===== src/rtl/pong_text_overlay_if.sv =====
// -----------------------------------------------------------------------------
// pong_text_overlay_if
// Bundles the signals between the pong_text_overlay block and the logic around
// it: the tile generator, the game logic and the font ROM.
//   master : drives frame_tick, tile_x/tile_y, point_l/point_r and cd_start,
//            and receives char_adr and the game-flow status.
//   slave  : the overlay generator itself.
// -----------------------------------------------------------------------------
interface pong_text_overlay_if;
  logic       frame_tick;  // one-cycle pulse per video frame
  logic [6:0] tile_x;      // tile column 0..79
  logic [5:0] tile_y;      // tile row 0..29
  logic       point_l;     // left player scored (pulse)
  logic       point_r;     // right player scored (pulse)
  logic       cd_start;    // start / restart the game (pulse)
  logic [6:0] char_adr;    // ASCII code to the font ROM, registered
  logic       cd_active;   // countdown running
  logic       serve;       // ball release strobe (pulse)
  logic       game_over;   // OVER state
  logic       winner;      // 0 = left, 1 = right; valid with game_over

  modport master (
    output frame_tick, tile_x, tile_y, point_l, point_r, cd_start,
    input  char_adr, cd_active, serve, game_over, winner
  );

  modport slave (
    input  frame_tick, tile_x, tile_y, point_l, point_r, cd_start,
    output char_adr, cd_active, serve, game_over, winner
  );
endinterface


===== src/rtl/pong_text_overlay.sv =====
// -----------------------------------------------------------------------------
// pong_text_overlay
// Maps the current 80x30 tile coordinate to an ASCII code for the font ROM and
// sequences the game flow: BCD score counters, a frame-timed serve countdown
// and a blinking GAME OVER banner.
// Ports:
//   clk   : system clock
//   reset : synchronous, active-low reset
//   bus   : pong_text_overlay_if.slave (tile coordinate, frame/point/start
//           pulses in; char_adr, cd_active, serve, game_over, winner out)
// -----------------------------------------------------------------------------
module pong_text_overlay #(
  parameter int DIGITS       = 2,
  parameter int WIN_SCORE    = 11,
  parameter int CD_START     = 3,
  parameter int CD_FRAMES    = 60,
  parameter int BLINK_FRAMES = 30
) (
  input  logic                 clk,
  input  logic                 reset,
  pong_text_overlay_if.slave   bus
);

  typedef enum logic [1:0] {ST_READY, ST_COUNT, ST_PLAY, ST_OVER} state_e;

  localparam int SW = 4 * DIGITS;
  typedef logic [SW-1:0] score_t;

  function automatic score_t to_bcd(input int v);
    score_t r;
    int     n;
    r = '0;
    n = v;
    for (int i = 0; i < DIGITS; i++) begin
      r[4*i +: 4] = 4'(n % 10);
      n = n / 10;
    end
    return r;
  endfunction

  localparam score_t     WIN_BCD    = to_bcd(WIN_SCORE);
  localparam score_t     ALL_NINES  = to_bcd(10 ** DIGITS - 1);
  localparam logic [3:0] CD_FIRST   = 4'(CD_START);
  localparam logic [7:0] CD_LAST    = 8'(CD_FRAMES - 1);
  localparam logic [7:0] BLINK_LAST = 8'(BLINK_FRAMES - 1);
  localparam int         R_LBL      = 73 - DIGITS;  // right "SCORE:" column
  localparam int         R_DIG      = 79 - DIGITS;  // right score MSD column

  localparam logic [71:0] TXT_TITLE = "PING-PONG";
  localparam logic [71:0] TXT_OVER  = "GAME OVER";
  localparam logic [47:0] TXT_SCORE = "SCORE:";

  // Ripple-carry BCD increment that sticks at all nines instead of wrapping.
  function automatic score_t bcd_inc(input score_t s);
    score_t r;
    logic   carry;
    r     = s;
    carry = 1'b1;
    if (s != ALL_NINES) begin
      for (int i = 0; i < DIGITS; i++) begin
        if (carry) begin
          if (r[4*i +: 4] == 4'd9) begin
            r[4*i +: 4] = 4'd0;
          end else begin
            r[4*i +: 4] = r[4*i +: 4] + 4'd1;
            carry       = 1'b0;
          end
        end
      end
    end
    return r;
  endfunction

  // Digit idx (0 = least significant) as ASCII; leading zeros blank, LSD always shown.
  function automatic logic [6:0] digit_char(input score_t s, input int idx);
    logic shown;
    shown = (idx == 0);
    for (int j = 0; j < DIGITS; j++) begin
      if (j >= idx && s[4*j +: 4] != 4'd0) shown = 1'b1;
    end
    return shown ? 7'd48 + {3'b000, s[4*idx +: 4]} : 7'd0;
  endfunction

  state_e     state_q,     state_d;
  logic [3:0] cd_val_q,    cd_val_d;
  logic [7:0] frame_cnt_q, frame_cnt_d;
  logic [7:0] blink_cnt_q, blink_cnt_d;
  logic       blink_on_q,  blink_on_d;
  score_t     score_l_q,   score_l_d;
  score_t     score_r_q,   score_r_d;
  logic       winner_q,    winner_d;
  logic       serve_q,     serve_d;
  logic       cd_active_q, cd_active_d;
  logic       game_over_q, game_over_d;
  logic [6:0] char_adr_q,  char_adr_d;
  score_t     new_score;

  // Game-flow FSM, blink timer and state-derived outputs.
  always_comb begin
    // NOTE: every always_comb output gets a default first so no path infers a latch.
    state_d     = state_q;
    cd_val_d    = cd_val_q;
    frame_cnt_d = frame_cnt_q;
    score_l_d   = score_l_q;
    score_r_d   = score_r_q;
    winner_d    = winner_q;
    serve_d     = 1'b0;
    blink_on_d  = blink_on_q;
    blink_cnt_d = blink_cnt_q;
    new_score   = '0;

    case (state_q)
      ST_READY: begin
        if (bus.cd_start) begin
          state_d     = ST_COUNT;
          cd_val_d    = CD_FIRST;
          frame_cnt_d = '0;
        end
      end
      ST_COUNT: begin
        if (bus.frame_tick) begin
          if (frame_cnt_q == CD_LAST) begin
            frame_cnt_d = '0;
            if (cd_val_q == 4'd1) begin
              state_d = ST_PLAY;
              serve_d = 1'b1;
            end else begin
              cd_val_d = cd_val_q - 4'd1;
            end
          end else begin
            frame_cnt_d = frame_cnt_q + 8'd1;
          end
        end
      end
      ST_PLAY: begin
        if (bus.point_l || bus.point_r) begin
          // Left wins a simultaneous pair of point pulses.
          new_score = bus.point_l ? bcd_inc(score_l_q) : bcd_inc(score_r_q);
          if (bus.point_l) score_l_d = new_score;
          else             score_r_d = new_score;
          if (new_score == WIN_BCD) begin
            state_d  = ST_OVER;
            winner_d = !bus.point_l;
          end else begin
            state_d     = ST_COUNT;
            cd_val_d    = CD_FIRST;
            frame_cnt_d = '0;
          end
        end
      end
      ST_OVER: begin
        if (bus.cd_start) begin
          state_d     = ST_COUNT;
          cd_val_d    = CD_FIRST;
          frame_cnt_d = '0;
          score_l_d   = '0;
          score_r_d   = '0;
          winner_d    = 1'b0;
        end
      end
      default: state_d = ST_READY;
    endcase

    // Blink only runs while staying in OVER, so a tick on the entry edge is not counted.
    if (state_q == ST_OVER && state_d == ST_OVER) begin
      if (bus.frame_tick) begin
        if (blink_cnt_q == BLINK_LAST) begin
          blink_cnt_d = '0;
          blink_on_d  = !blink_on_q;
        end else begin
          blink_cnt_d = blink_cnt_q + 8'd1;
        end
      end
    end else begin
      blink_cnt_d = '0;
      blink_on_d  = 1'b1;
    end

    cd_active_d = (state_d == ST_COUNT);
    game_over_d = (state_d == ST_OVER);
  end

  // Tile-to-character lookup from the current (registered) game state.
  always_comb begin
    char_adr_d = '0;
    if (bus.tile_y == 6'd1) begin
      for (int i = 0; i < 9; i++) begin
        if (bus.tile_x == 7'(33 + i)) char_adr_d = 7'(TXT_TITLE[8*(8-i) +: 8]);
      end
      for (int i = 0; i < 6; i++) begin
        if (bus.tile_x == 7'(1 + i))     char_adr_d = 7'(TXT_SCORE[8*(5-i) +: 8]);
        if (bus.tile_x == 7'(R_LBL + i)) char_adr_d = 7'(TXT_SCORE[8*(5-i) +: 8]);
      end
      for (int i = 0; i < DIGITS; i++) begin
        if (bus.tile_x == 7'(7 + i))     char_adr_d = digit_char(score_l_q, DIGITS - 1 - i);
        if (bus.tile_x == 7'(R_DIG + i)) char_adr_d = digit_char(score_r_q, DIGITS - 1 - i);
      end
    end
    if (bus.tile_y == 6'd15) begin
      if (state_q == ST_COUNT && (bus.tile_x == 7'd35 || bus.tile_x == 7'd44)) begin
        char_adr_d = 7'd48 + {3'b000, cd_val_q};
      end
      if (state_q == ST_OVER && blink_on_q) begin
        for (int i = 0; i < 9; i++) begin
          if (bus.tile_x == 7'(35 + i)) char_adr_d = 7'(TXT_OVER[8*(8-i) +: 8]);
        end
      end
    end
  end

  // NOTE: sequential state uses <= so every flop samples pre-edge values.
  always_ff @(posedge clk) begin
    if (!reset) begin
      state_q     <= ST_READY;
      cd_val_q    <= '0;
      frame_cnt_q <= '0;
      blink_cnt_q <= '0;
      blink_on_q  <= 1'b1;
      score_l_q   <= '0;
      score_r_q   <= '0;
      winner_q    <= 1'b0;
      serve_q     <= 1'b0;
      cd_active_q <= 1'b0;
      game_over_q <= 1'b0;
      char_adr_q  <= '0;
    end else begin
      state_q     <= state_d;
      cd_val_q    <= cd_val_d;
      frame_cnt_q <= frame_cnt_d;
      blink_cnt_q <= blink_cnt_d;
      blink_on_q  <= blink_on_d;
      score_l_q   <= score_l_d;
      score_r_q   <= score_r_d;
      winner_q    <= winner_d;
      serve_q     <= serve_d;
      cd_active_q <= cd_active_d;
      game_over_q <= game_over_d;
      char_adr_q  <= char_adr_d;
    end
  end

  assign bus.char_adr  = char_adr_q;
  assign bus.cd_active = cd_active_q;
  assign bus.serve     = serve_q;
  assign bus.game_over = game_over_q;
  assign bus.winner    = winner_q;

endmodule


===== src/flat_wrapper.sv =====
// flat-port wrapper written by rule: the top's interface ports become plain ports
module pong_text_overlay_flat 
#(
  parameter int DIGITS       = 2,
  parameter int WIN_SCORE    = 11,
  parameter int CD_START     = 3,
  parameter int CD_FRAMES    = 60,
  parameter int BLINK_FRAMES = 30
)
  (clk, reset, bus_frame_tick, bus_tile_x, bus_tile_y, bus_point_l, bus_point_r, bus_cd_start, bus_char_adr, bus_cd_active, bus_serve, bus_game_over, bus_winner);
  pong_text_overlay_if bus_i ();
  input  logic clk;
  input  logic reset;
  input wire logic [$bits(bus_i.frame_tick)-1:0] bus_frame_tick;
  input wire logic [$bits(bus_i.tile_x)-1:0] bus_tile_x;
  input wire logic [$bits(bus_i.tile_y)-1:0] bus_tile_y;
  input wire logic [$bits(bus_i.point_l)-1:0] bus_point_l;
  input wire logic [$bits(bus_i.point_r)-1:0] bus_point_r;
  input wire logic [$bits(bus_i.cd_start)-1:0] bus_cd_start;
  output wire logic [$bits(bus_i.char_adr)-1:0] bus_char_adr;
  output wire logic [$bits(bus_i.cd_active)-1:0] bus_cd_active;
  output wire logic [$bits(bus_i.serve)-1:0] bus_serve;
  output wire logic [$bits(bus_i.game_over)-1:0] bus_game_over;
  output wire logic [$bits(bus_i.winner)-1:0] bus_winner;
  assign bus_i.frame_tick = bus_frame_tick;
  assign bus_i.tile_x = bus_tile_x;
  assign bus_i.tile_y = bus_tile_y;
  assign bus_i.point_l = bus_point_l;
  assign bus_i.point_r = bus_point_r;
  assign bus_i.cd_start = bus_cd_start;
  assign bus_char_adr = bus_i.char_adr;
  assign bus_cd_active = bus_i.cd_active;
  assign bus_serve = bus_i.serve;
  assign bus_game_over = bus_i.game_over;
  assign bus_winner = bus_i.winner;
  pong_text_overlay #(.DIGITS(DIGITS), .WIN_SCORE(WIN_SCORE), .CD_START(CD_START), .CD_FRAMES(CD_FRAMES), .BLINK_FRAMES(BLINK_FRAMES)) u_core (.clk(clk), .reset(reset), .bus(bus_i));
endmodule

===== config.mk =====
export PLATFORM = sky130hd
export DESIGN_NAME = pong_text_overlay_flat
export DESIGN_NICKNAME = d
export VERILOG_FILES = /design/src/rtl/pong_text_overlay_if.sv /design/src/rtl/pong_text_overlay.sv /design/src/flat_wrapper.sv
export SDC_FILE = /design/constraint.sdc
export NUM_CORES = 1
export LEC_CHECK = 0
export BUFFER_PORTS_ARGS = -buffer_cell sky130_fd_sc_hd__buf_2
export CAP_MARGIN = 25
export CORE_UTILIZATION = 40
export DETAILED_ROUTE_END_ITERATION = 7
export PLACE_DENSITY = 0.58
export SYNTH_ARGS = -nofsm -noshare
export SYNTH_HDL_FRONTEND = slang
export SYNTH_SLANG_ARGS = --single-unit

===== constraint.sdc =====
create_clock -name clk -period 5.89 [get_ports clk]
set_clock_uncertainty 0.1 [all_clocks]
set_input_delay 1.178 -clock clk [delete_from_list [all_inputs] [get_ports clk]]
set_output_delay 1.178 -clock clk [all_outputs]
set_load 0.01 [all_outputs]

==> run metrics, run 1 <==
outcome finished clean; cts repair resizes 0; level count of the clock H-tree 2; hold path start u_core.bus.winner; GRT Overall Usage 19.78%; Max rail drop VDD ~130 uV; initial antenna violation count 0; clock latency at the later pin of the worst-skew pair around 0.30 ns; Most used DFF post-synth dfxtp_1; Post-Syn Area 0.003689 mm2; CTS tree yes; RR Startpoint u_core.frame_cnt_q[0]; reg2reg end u_core.blink_cnt_q[1]; Syn Nets 508; sequential-to-total area share from yosys stat 27.14%; register area between 0.001 and 0.0015 mm2; Final HPWL DP 6766 um; clock power share 24.1%; multi-input logic area 0.002461 mm2; Combinational Power Share 34.6%; number of flops mapped to enable cells by yosys 0; first-pass GRT wire length 15720 um; Final Hold Fails 0; Max Slew Vio Count 0; RSZ-0062 raised after global routing false; Crit path required time 6.00 ns; total global routing overflow 0; CTS Sinks 50; Total Routed Length 9267 um; max frequency 0.3034 GHz; most common library cell in the layout ignoring fill and taps dfxtp_1; reg2reg setup slack slightly above 3 ns; FFs w/ async S/R, synth 0%; Syn Area/Cell 7.684 um2; drt first pass iters 5; crit-path max FO 21; DRC 0; WS Path Type in2reg; most frequent cells in the layout 50 x dfxtp_1, 43 x nor2_1, 39 x nand2_1, 32 x a21oi_1, 29 x buf_2; Synth warnings 0; Die ar. approximately 0.0096 mm2; fillcell total around 870; Yosys reg bits 50; switch share 36.69%; crit share post-route between 50% and 60%; via density per instance 5.849; Worst Tran Pin Value ~0.97 ns; starting DRC count in detailed routing between 150 and 200; leakage 0.001411 uW; max_slew headroom between 30% and 40%; PwrDens about 250 mW/mm2; number of global-route vias before repair between 3000 and 4000; Root Buffer clkbuf_8; Initial Utilization between 40% and 50%; Final ANT Viol Nets 0; Yosys cell types 75; Int Pwr 629.7 uW; Syn Inst Count 480; setup TNS 0 ns; hold path cells 2; Reg2Reg Depth 9; Area growth, synth to finish 6.445%; layout cells sized above 1 12.24%; Worst setup SP type input pin; Period minus WS final 3.296 ns; CTS Buf Count 5; largest net degree at the start of global routing 37; end of the worst hold path u_core.bus.winner; Post-CTS Setup Inserts 0; Final Util 44.59%; routed length per instance 15.71 um; NumNets Final approximately 510; Final setup viols 0; max_cap viols 0; n_diodes 0; RePlAce Congestion 0.8865; Chip Width around 98 um; core box area 0.008806 mm2; Hold Path Class reg2reg; Fin Hold WS 0.3978 ns; Flop pwr share 41.4%; die span in y 98.03 um; Psw around 360 uW; port bufs 29; hold_buf cts 0; # rows 34; Vias 3451; Clock transition at path regs 0.09 ns; Critical Path AT 3.41 ns; Worst Setup End Kind flip-flop; io pins 30; Max clock buf depth 2
## worst max-delay path by stage
stage | from | to | slack, ns | cells after the start
after floorplan | bus_point_l | u_core.frame_cnt_q[7] | 2.76 | 8
after global placement | bus_point_l | u_core.blink_cnt_q[1] | 2.44 | 8
after detailed placement | bus_tile_x[3] | u_core.bus.char_adr[1] | 2.37 | 9
after CTS | bus_tile_x[3] | u_core.bus.char_adr[1] | 2.67 | 9
after global routing | bus_tile_x[3] | u_core.bus.char_adr[1] | 2.37 | 9
final | bus_tile_x[3] | u_core.bus.char_adr[1] | 2.59 | 9
## Yosys cell counts, types with 3 or more instances
library cell / instances / area share, %
o21a_1: 4 / 0.81
nor2_1: 43 / 4.4
a22o_1: 4 / 0.95
xor2_1: 8 / 1.9
o21ai_0: 26 / 3.5
nor4_1: 6 / 1.0
inv_1: 18 / 1.8
a22oi_1: 4 / 0.81
nand3_1: 18 / 2.4
a211oi_1: 6 / 1.2
xnor2_1: 12 / 2.8
a31oi_1: 9 / 1.5
nor3_1: 15 / 2.0
and2_1: 4 / 0.68
nor2b_1: 19 / 3.2
clkbuf_1: 25 / 2.5
nand3b_1: 3 / 0.61
dfxtp_1: 50 / 27
a211o_1: 4 / 0.95
buf_2: 5 / 0.68
mux2i_1: 10 / 2.7
o31ai_1: 4 / 0.81
nand2b_1: 11 / 1.9
a21boi_0: 5 / 1.0
a21oi_1: 32 / 4.3
or4_1: 4 / 0.81
or3_1: 7 / 1.2
and3_1: 8 / 1.4
nand4_1: 6 / 1.0
o22ai_1: 7 / 1.2
nand2_1: 39 / 4.0
nor3b_1: 3 / 0.61
ha_1: 9 / 3.1
## layout make-up
type                            count  area share [%]
Inverter                           18           1.721
Sequential cell                    50           25.49
Clock buffer                        5           1.753
Clock inverter                      3           1.020
Timing Repair Buffer               30           3.888
Tap cell                          108           3.442
Multi-Input combinational cell    376           62.68
## worst max-delay path: stages
cell and delay (ns):
buf_2 0.28, nor4bb_1 0.84, a22o_1 0.27, nand2_1 0.11, o21ai_0 0.15, a211oi_1 0.10
o21ai_0 0.18, o2111ai_1 0.15, o21ai_0 0.16
## sequential cells by signal, indices dropped and copies added (netlist names)
register / flops
u_core.blink_on_q: 1
u_core.blink_cnt_q: 8
u_core.bus.cd_active: 1
u_core.score_l_q: 8
u_core.bus.game_over: 1
u_core.frame_cnt_q: 8
u_core.bus.char_adr: 7
u_core.bus.serve: 1
u_core.cd_val_q: 4
u_core.bus.winner: 1
u_core.score_r_q: 8
u_core.state_q: 2
## power groups by stage
| stage | combinational [uW] | clock (uW) | sequential (uW) |
|---|---|---|---|
| floorplan | 281 | 0 | 401 |
| global placement | 339 | 0 | 418 |
| detailed placement | 342 | 0 | 419 |
| CTS | 343 | 249 | 411 |
| global route | 387 | 260 | 419 |
| finish | 344 | 239 | 411 |
## per-stage QoR
step | area, um2 | worst slack, ns | instances | total power [uW]
after floorplan | 3689 | 2.763 | 480 | 682.6
after global placement | 3817 | 2.440 | 582 | 756.4
after detailed placement | 3817 | 2.368 | 582 | 761.2
after CTS | 3926 | 2.666 | 590 | 1004
after global routing | 3926 | 2.370 | 590 | 1066
final | 3926 | 2.594 | 590 | 994.6
## kinds of logic (layout without fill, tap and decap cells)
logic type      after synthesis  count (layout)  synth area share, %
mux                          13              13                4.003
buf+inv                      54              56                6.140
compound gates              130             130                24.12
simple gates                203             203                30.36
flops                        50              50                27.14
xor+xnor                     21              21                5.190
fa+ha+maj                     9               9                3.053
## routing by layer
layer	track usage (%)	part of all wire, %
met4	5.711	1.7
met2	31.26	46
met1	27.86	48
met3	2.935	4.5
met5	0	0
No activity file was read; power rests on OpenSTA's default activity.
==> run 2, diff against run 1 <==
Settings changed: PLACE_DENSITY 0.58 to 0.6.
Clock period 5.89 ns to 2.9 ns, I/O delays scaled along.
==> run 2 against run 1 <==
Net effect: cell count up 2.7%; core utilization up 1.2 points; global-route usage up 0.085 points; clock power up 92%; sequential share of layout area down 0.69 points; setup slack worse by 2.4 ns; register-to-register slack worse by 2.9 ns; count of clock-buffer cells in the layout unchanged; hold slack worse by 0.0023 ns; routed wire length up 0.80%; critical path depth unchanged; critical endpoint is now u_core.blink_cnt_q[1]; largest power group unchanged; highest routed layer unchanged.
==> run metrics, run 2 (same netlist as run 1, synthesis figures left out) <==
RSZ-0062 raised after global routing false (unchanged); cts repair resizes 0 (unchanged); DP Worst Slack 0.1977 ns (was 2.368 ns); Placed Cells 598 (was 582); fin area 0.004035 mm2 (was 0.003926 mm2); layout cells sized above 1 15.06% (was 12.24%); # rows 34 (unchanged); total global routing overflow 0 (unchanged); NumNets Final 525 (was 509); core box area 0.008806 mm2 (unchanged); CTS Buf Count 5 (unchanged); reg2reg end u_core.blink_cnt_q[1] (unchanged); Initial Utilization 41.89% (unchanged); final worst slack 0.1662 ns (was 2.594 ns); PwrDens 504.1 mW/mm2 (was 253.3 mW/mm2); Root Buffer clkbuf_8 (unchanged); Crit path required time 3.05 ns (was 6.00 ns); first-pass GRT wire length 15700 um (was 15720 um); drt first pass iters 6 (was 5); Max clock buf depth 2 (unchanged); DRC 0 (unchanged); Clock transition at path regs 0.11 ns (was 0.09 ns); port bufs 29 (unchanged); reg2reg setup slack 0.17 ns (was 3.09 ns); Max Slew Vio Count 0 (unchanged); dpl cell area 0.003938 mm2 (was 0.003817 mm2); RR Startpoint u_core.frame_cnt_q[0] (unchanged); number of global-route vias before repair 3241 (was 3161); Vias 3533 (was 3451); RePlAce Congestion 0.9321 (was 0.8865); max_cap viols 0 (unchanged); Final Hold Fails 0 (unchanged); Reg2Reg Depth 9 (unchanged); Total Routed Length 9341 um (was 9267 um); Critical Path AT 2.89 ns (was 3.41 ns); routed length per instance 15.41 um (was 15.71 um); Fin Hold WS 0.3955 ns (was 0.3978 ns); max_slew headroom 65.20% (was 34.56%); GRT Overall Usage 19.87% (was 19.78%); WS Path Type reg2reg (was in2reg); hold_buf cts 0 (unchanged); Worst setup SP type flip-flop (was input pin); Chip Width 98.03 um (unchanged); multi-input logic area 0.002461 mm2 (unchanged); Finished Layout Cells 606 (was 590); most common library cell in the layout ignoring fill and taps dfxtp_1 (unchanged); Post-CTS Setup Inserts 0 (unchanged); critical path's largest stage delay 0.49 ns (was 0.84 ns); Area growth, synth to finish 9.396% (was 6.445%); via density per instance 5.830 (was 5.849); crit share post-route a little over nine tenths; Final setup viols 0 (unchanged); n_diodes 0 (unchanged); clock latency at the later pin of the worst-skew pair 0.32 ns (was 0.30 ns); Hold Path Class reg2reg (unchanged); hold path start u_core.bus.winner (unchanged); die span in y 98.03 um (unchanged); Worst Setup End Kind flip-flop (unchanged); leakage 0.001486 uW (was 0.001411 uW); CTS tree yes (unchanged); Die ar. 0.009609 mm2 (unchanged); Worst Tran Pin Value 0.5200 ns (was 0.9726 ns); end of the worst hold path u_core.bus.winner (unchanged); starting DRC count in detailed routing 162 (was 196); Final ANT Viol Nets 0 (unchanged); largest net degree at the start of global routing 36 (was 37); crit-path max FO 8 (was 21); outcome finished clean (unchanged); register area 0.001001 mm2 (unchanged); Period minus WS final 2.734 ns; initial antenna violation count 0 (unchanged); setup TNS 0 ns (unchanged); CP Cell Sequence ha_1 > nand4_1 > or4_1 > or3b_4 > and3_4 > o32ai_2 > o2bb2ai_2 > nand3b_2 > a211oi_2 (was buf_2 > nor4bb_1 > a22o_1 > nand2_1 > o21ai_0 > a211oi_1 > o21ai_0 > o2111ai_1 > o21ai_0); level count of the clock H-tree 2 (unchanged); fillcell total 886 (was 873); most frequent cells in the layout 50 x dfxtp_1, 43 x nor2_1, 39 x nand2_1, 32 x a21oi_1, 29 x buf_2 (unchanged); max frequency 0.3658 GHz; slowest stage cell, crit path or4_1 (was nor4bb_1); CTS Sinks 50 (unchanged); hold path cells 2 (unchanged); Final HPWL DP 6921 um (was 6766 um); Max rail drop VDD 296.7 uV (was 125.3 uV); io pins 30 (unchanged)
==> run 2: layer usage <==
metal	part of all wire [%]	wire (um)	GRT usage [%]
met5	0	0	0
met4	1.6	146	5.711
met3	4.8	448	3.436
met2	45	4230	32.45
met1	48	4517	26.82
==> run 2: layout make-up <==
cell class                 count  share of cell area (%)
clock buffer                   5                   1.705
tap                          108                   3.349
sequential                    50                   24.81
inverter                      18                   1.674
multi-input combinational    376                   60.99
clock inverter                 3                  0.7132
timing repair buffer          46                   6.760
==> run 2: power breakdown <==
group | total, uW | leakage [uW] | switching, uW | internal, uW
Clock | 459 | 0.0000506 | 278 | 181
Sequential | 822 | 0.000404 | 72.1 | 749
Combinational | 753 | 0.00103 | 452 | 301
==> run 2: critical path, delay by kind of cell (launching register included) <==
kind,cells,cell delay (ns)
fa+ha+maj,1,0.21
simple gates,5,1.46
flops,1,0.39
compound gates,3,0.53
==> run 2: how the worst max path moves through the flow <==
stage,from,end,cells past startpoint
2_1_floorplan,bus_point_l,u_core.frame_cnt_q[7],8
3_3_place_gp,bus_tile_x[1],u_core.bus.char_adr[1],9
3_5_place_dp,u_core.frame_cnt_q[0],u_core.blink_cnt_q[1],9
4_1_cts,u_core.frame_cnt_q[0],u_core.blink_cnt_q[1],9
5_1_grt,u_core.frame_cnt_q[0],u_core.blink_cnt_q[1],9
6_report,u_core.frame_cnt_q[0],u_core.blink_cnt_q[1],9
==> run 2: metrics by stage <==
stage               utilization, %  power, uW
finish                       45.82       2034
global route                 45.82       2177
CTS                          45.82       2047
detailed placement           44.71       1585
global placement             44.71       1566
floorplan                        -       1386
==> run 3, diff against run 2 <==
Settings changed: CORE_ASPECT_RATIO set to 2, PLACE_DENSITY 0.6 to 0.56.
==> run 3 against run 2 <==
Net effect: clock power increased by 50%; via count increased by 3.7%; combinational power increased by 2.8%; maximum frequency increased by 0.65%; hold slack got worse by 0.0064 ns; critical endpoint unchanged; non-clock buffer count increased by 18; sequential power about the same; routed wire length increased by 16%; count of clock-buffer cells in the layout unchanged; sequential share of layout area decreased by 1.2 points; die area increased by 0.24%.
==> run metrics, run 3 (same netlist as run 1, synthesis figures left out) <==
Root Buffer clkbuf_16 (was clkbuf_8); setup TNS 0 ns (unchanged); Hold Path Class reg2reg (unchanged); Max rail drop VDD 387.7 uV (was 296.7 uV); hold_buf cts 0 (unchanged); starting DRC count in detailed routing 135 (was 162); CTS Buf Count 5 (unchanged); register area 0.001001 mm2 (unchanged); Max Slew Vio Count 0 (unchanged); core box area 0.008951 mm2 (was 0.008806 mm2); Worst Tran Pin Value 0.5815 ns (was 0.5200 ns); io pins 30 (unchanged); port bufs 29 (unchanged); Crit path required time 3.02 ns (was 3.05 ns); CTS Sinks 50 (unchanged); cts repair resizes 0 (unchanged); slowest stage cell, crit path or4_1 (unchanged); Final setup viols 0 (unchanged); buffers plus inverters on the worst setup path 0 (unchanged); total global routing overflow 0 (unchanged); outcome finished clean (unchanged); RePlAce Congestion 0.9959 (was 0.9321); critical path's largest stage delay 0.47 ns (was 0.49 ns); Final HPWL DP 8597 um (was 6921 um); Die ar. 0.009632 mm2 (was 0.009609 mm2); Initial Utilization 41.21% (was 41.89%); fillcell total 909 (was 886); most frequent cells in the layout 50 x dfxtp_1, 43 x nor2_1, 39 x nand2_1, 35 x buf_4, 32 x a21oi_1 (was 50 x dfxtp_1, 43 x nor2_1, 39 x nand2_1, 32 x a21oi_1, 29 x buf_2); Worst Setup End Kind flip-flop (unchanged); crit-path max FO 8 (unchanged); largest net degree at the start of global routing 36 (unchanged); initial antenna violation count 0 (unchanged); crit share post-route 93.66% (was 94.27%); Period minus WS final 2.716 ns (was 2.734 ns); Worst setup SP type flip-flop (unchanged); clock latency at the later pin of the worst-skew pair 0.30 ns (was 0.32 ns); Critical Path AT 2.83 ns (was 2.89 ns); layout cells sized above 1 18.02% (was 15.06%); n_diodes 0 (unchanged); Clock transition at path regs 0.07 ns (was 0.11 ns); CP Cell Sequence ha_1 > nand4_1 > or4_1 > or3b_4 > and3_4 > o32ai_2 > o2bb2ai_2 > nand3b_2 > a211oi_2 (unchanged); drt first pass iters 4 (was 6); Final Util 47.34% (was 45.82%); die span in y 137.8 um (was 98.03 um); max frequency 0.3682 GHz (was 0.3658 GHz); PwrDens 539.8 mW/mm2 (was 504.1 mW/mm2); CP delay by family, top simple AND/OR/NAND/NOR gates (unchanged); multi-input logic area 0.002461 mm2 (unchanged); via density per instance 5.930 (was 5.830); Final Hold Fails 0 (unchanged); leakage 0.001612 uW (was 0.001486 uW); Max clock buf depth 2 (unchanged); most common library cell in the layout ignoring fill and taps dfxtp_1 (unchanged); number of global-route vias before repair 3614 (was 3241); DRC 0 (unchanged); GRT Overall Usage 22.81% (was 19.87%); Fin Hold WS 0.3891 ns (was 0.3955 ns); max_cap viols 0 (unchanged); NumNets Final 543 (was 525); # rows 49 (was 34); Post-CTS Setup Inserts 0 (unchanged); first-pass GRT wire length 17230 um (was 15700 um); Total Routed Length 10810 um (was 9341 um); WS Path Type reg2reg (unchanged); level count of the clock H-tree 2 (unchanged); CTS tree yes (unchanged); Area growth, synth to finish 14.89% (was 9.396%); routed length per instance 17.50 um (was 15.41 um); Final ANT Viol Nets 0 (unchanged); Vias 3665 (was 3533); Chip Width 69.90 um (was 98.03 um); RSZ-0062 raised after global routing false (unchanged); max_slew headroom 61.09% (was 65.20%)
[run 3: final timing paths]
kind                            depth (start not counted)                  start               endpoint  slack, ns
worst min register to register                          2  u_core.frame_cnt_q[7]  u_core.frame_cnt_q[7]       0.39
worst max register to register                          9  u_core.frame_cnt_q[0]  u_core.blink_cnt_q[1]       0.18
worst min-delay path                                    2  u_core.frame_cnt_q[7]  u_core.frame_cnt_q[7]       0.39
worst max-delay path                                    9  u_core.frame_cnt_q[0]  u_core.blink_cnt_q[1]       0.18
[run 3: through the flow]
step | total power (uW) | setup slack [ns] | cell area [um2] | instances
after detailed placement | 1610 | 0.2023 | 4065 | 610
after global routing | 2418 | 0.05385 | 4238 | 618
after global placement | 1595 | 0.2435 | 4065 | 610
after CTS | 2302 | 0.1704 | 4238 | 618
after floorplan | 1386 | 0.3708 | 3689 | 480
final | 2287 | 0.1838 | 4238 | 618
[run 3: routing by layer]
metal  track usage [%]  share of wire, %  routed length, um  vias up
met5                 0                 0                  0        -
met4             12.44               4.0                431        0
met3             3.438               2.1                229       29
met2             46.85                58               6286       77
met1             20.52                36               3864     1755
li1                  -                 -                  -     1804
[run 3: where the power goes]
part           switching, uW  total, uW  leakage (uW)  internal (uW)
clock                    278        690     0.0000844            412
combinational            458        774       0.00112            316
sequential              74.0        823      0.000404            749
total                    809       2290       0.00161           1480
[run 3: layout make-up]
cell class	count	share of cell area, %
Clock buffer	5	2.952
Multi-Input combinational cell	376	58.08
Sequential cell	50	23.62
Timing Repair Buffer	64	9.625
Tap cell	102	3.012
Inverter	18	1.594
Clock inverter	3	1.122
[run 3: worst register-to-register path: stages (launching register included)]
cell	delay (ns)
dfxtp_1	0.37
ha_1	0.21
nand4_1	0.13
or4_1	0.47
or3b_4	0.42
and3_4	0.20
o32ai_2	0.13
o2bb2ai_2	0.16
nand3b_2	0.21
a211oi_2	0.23
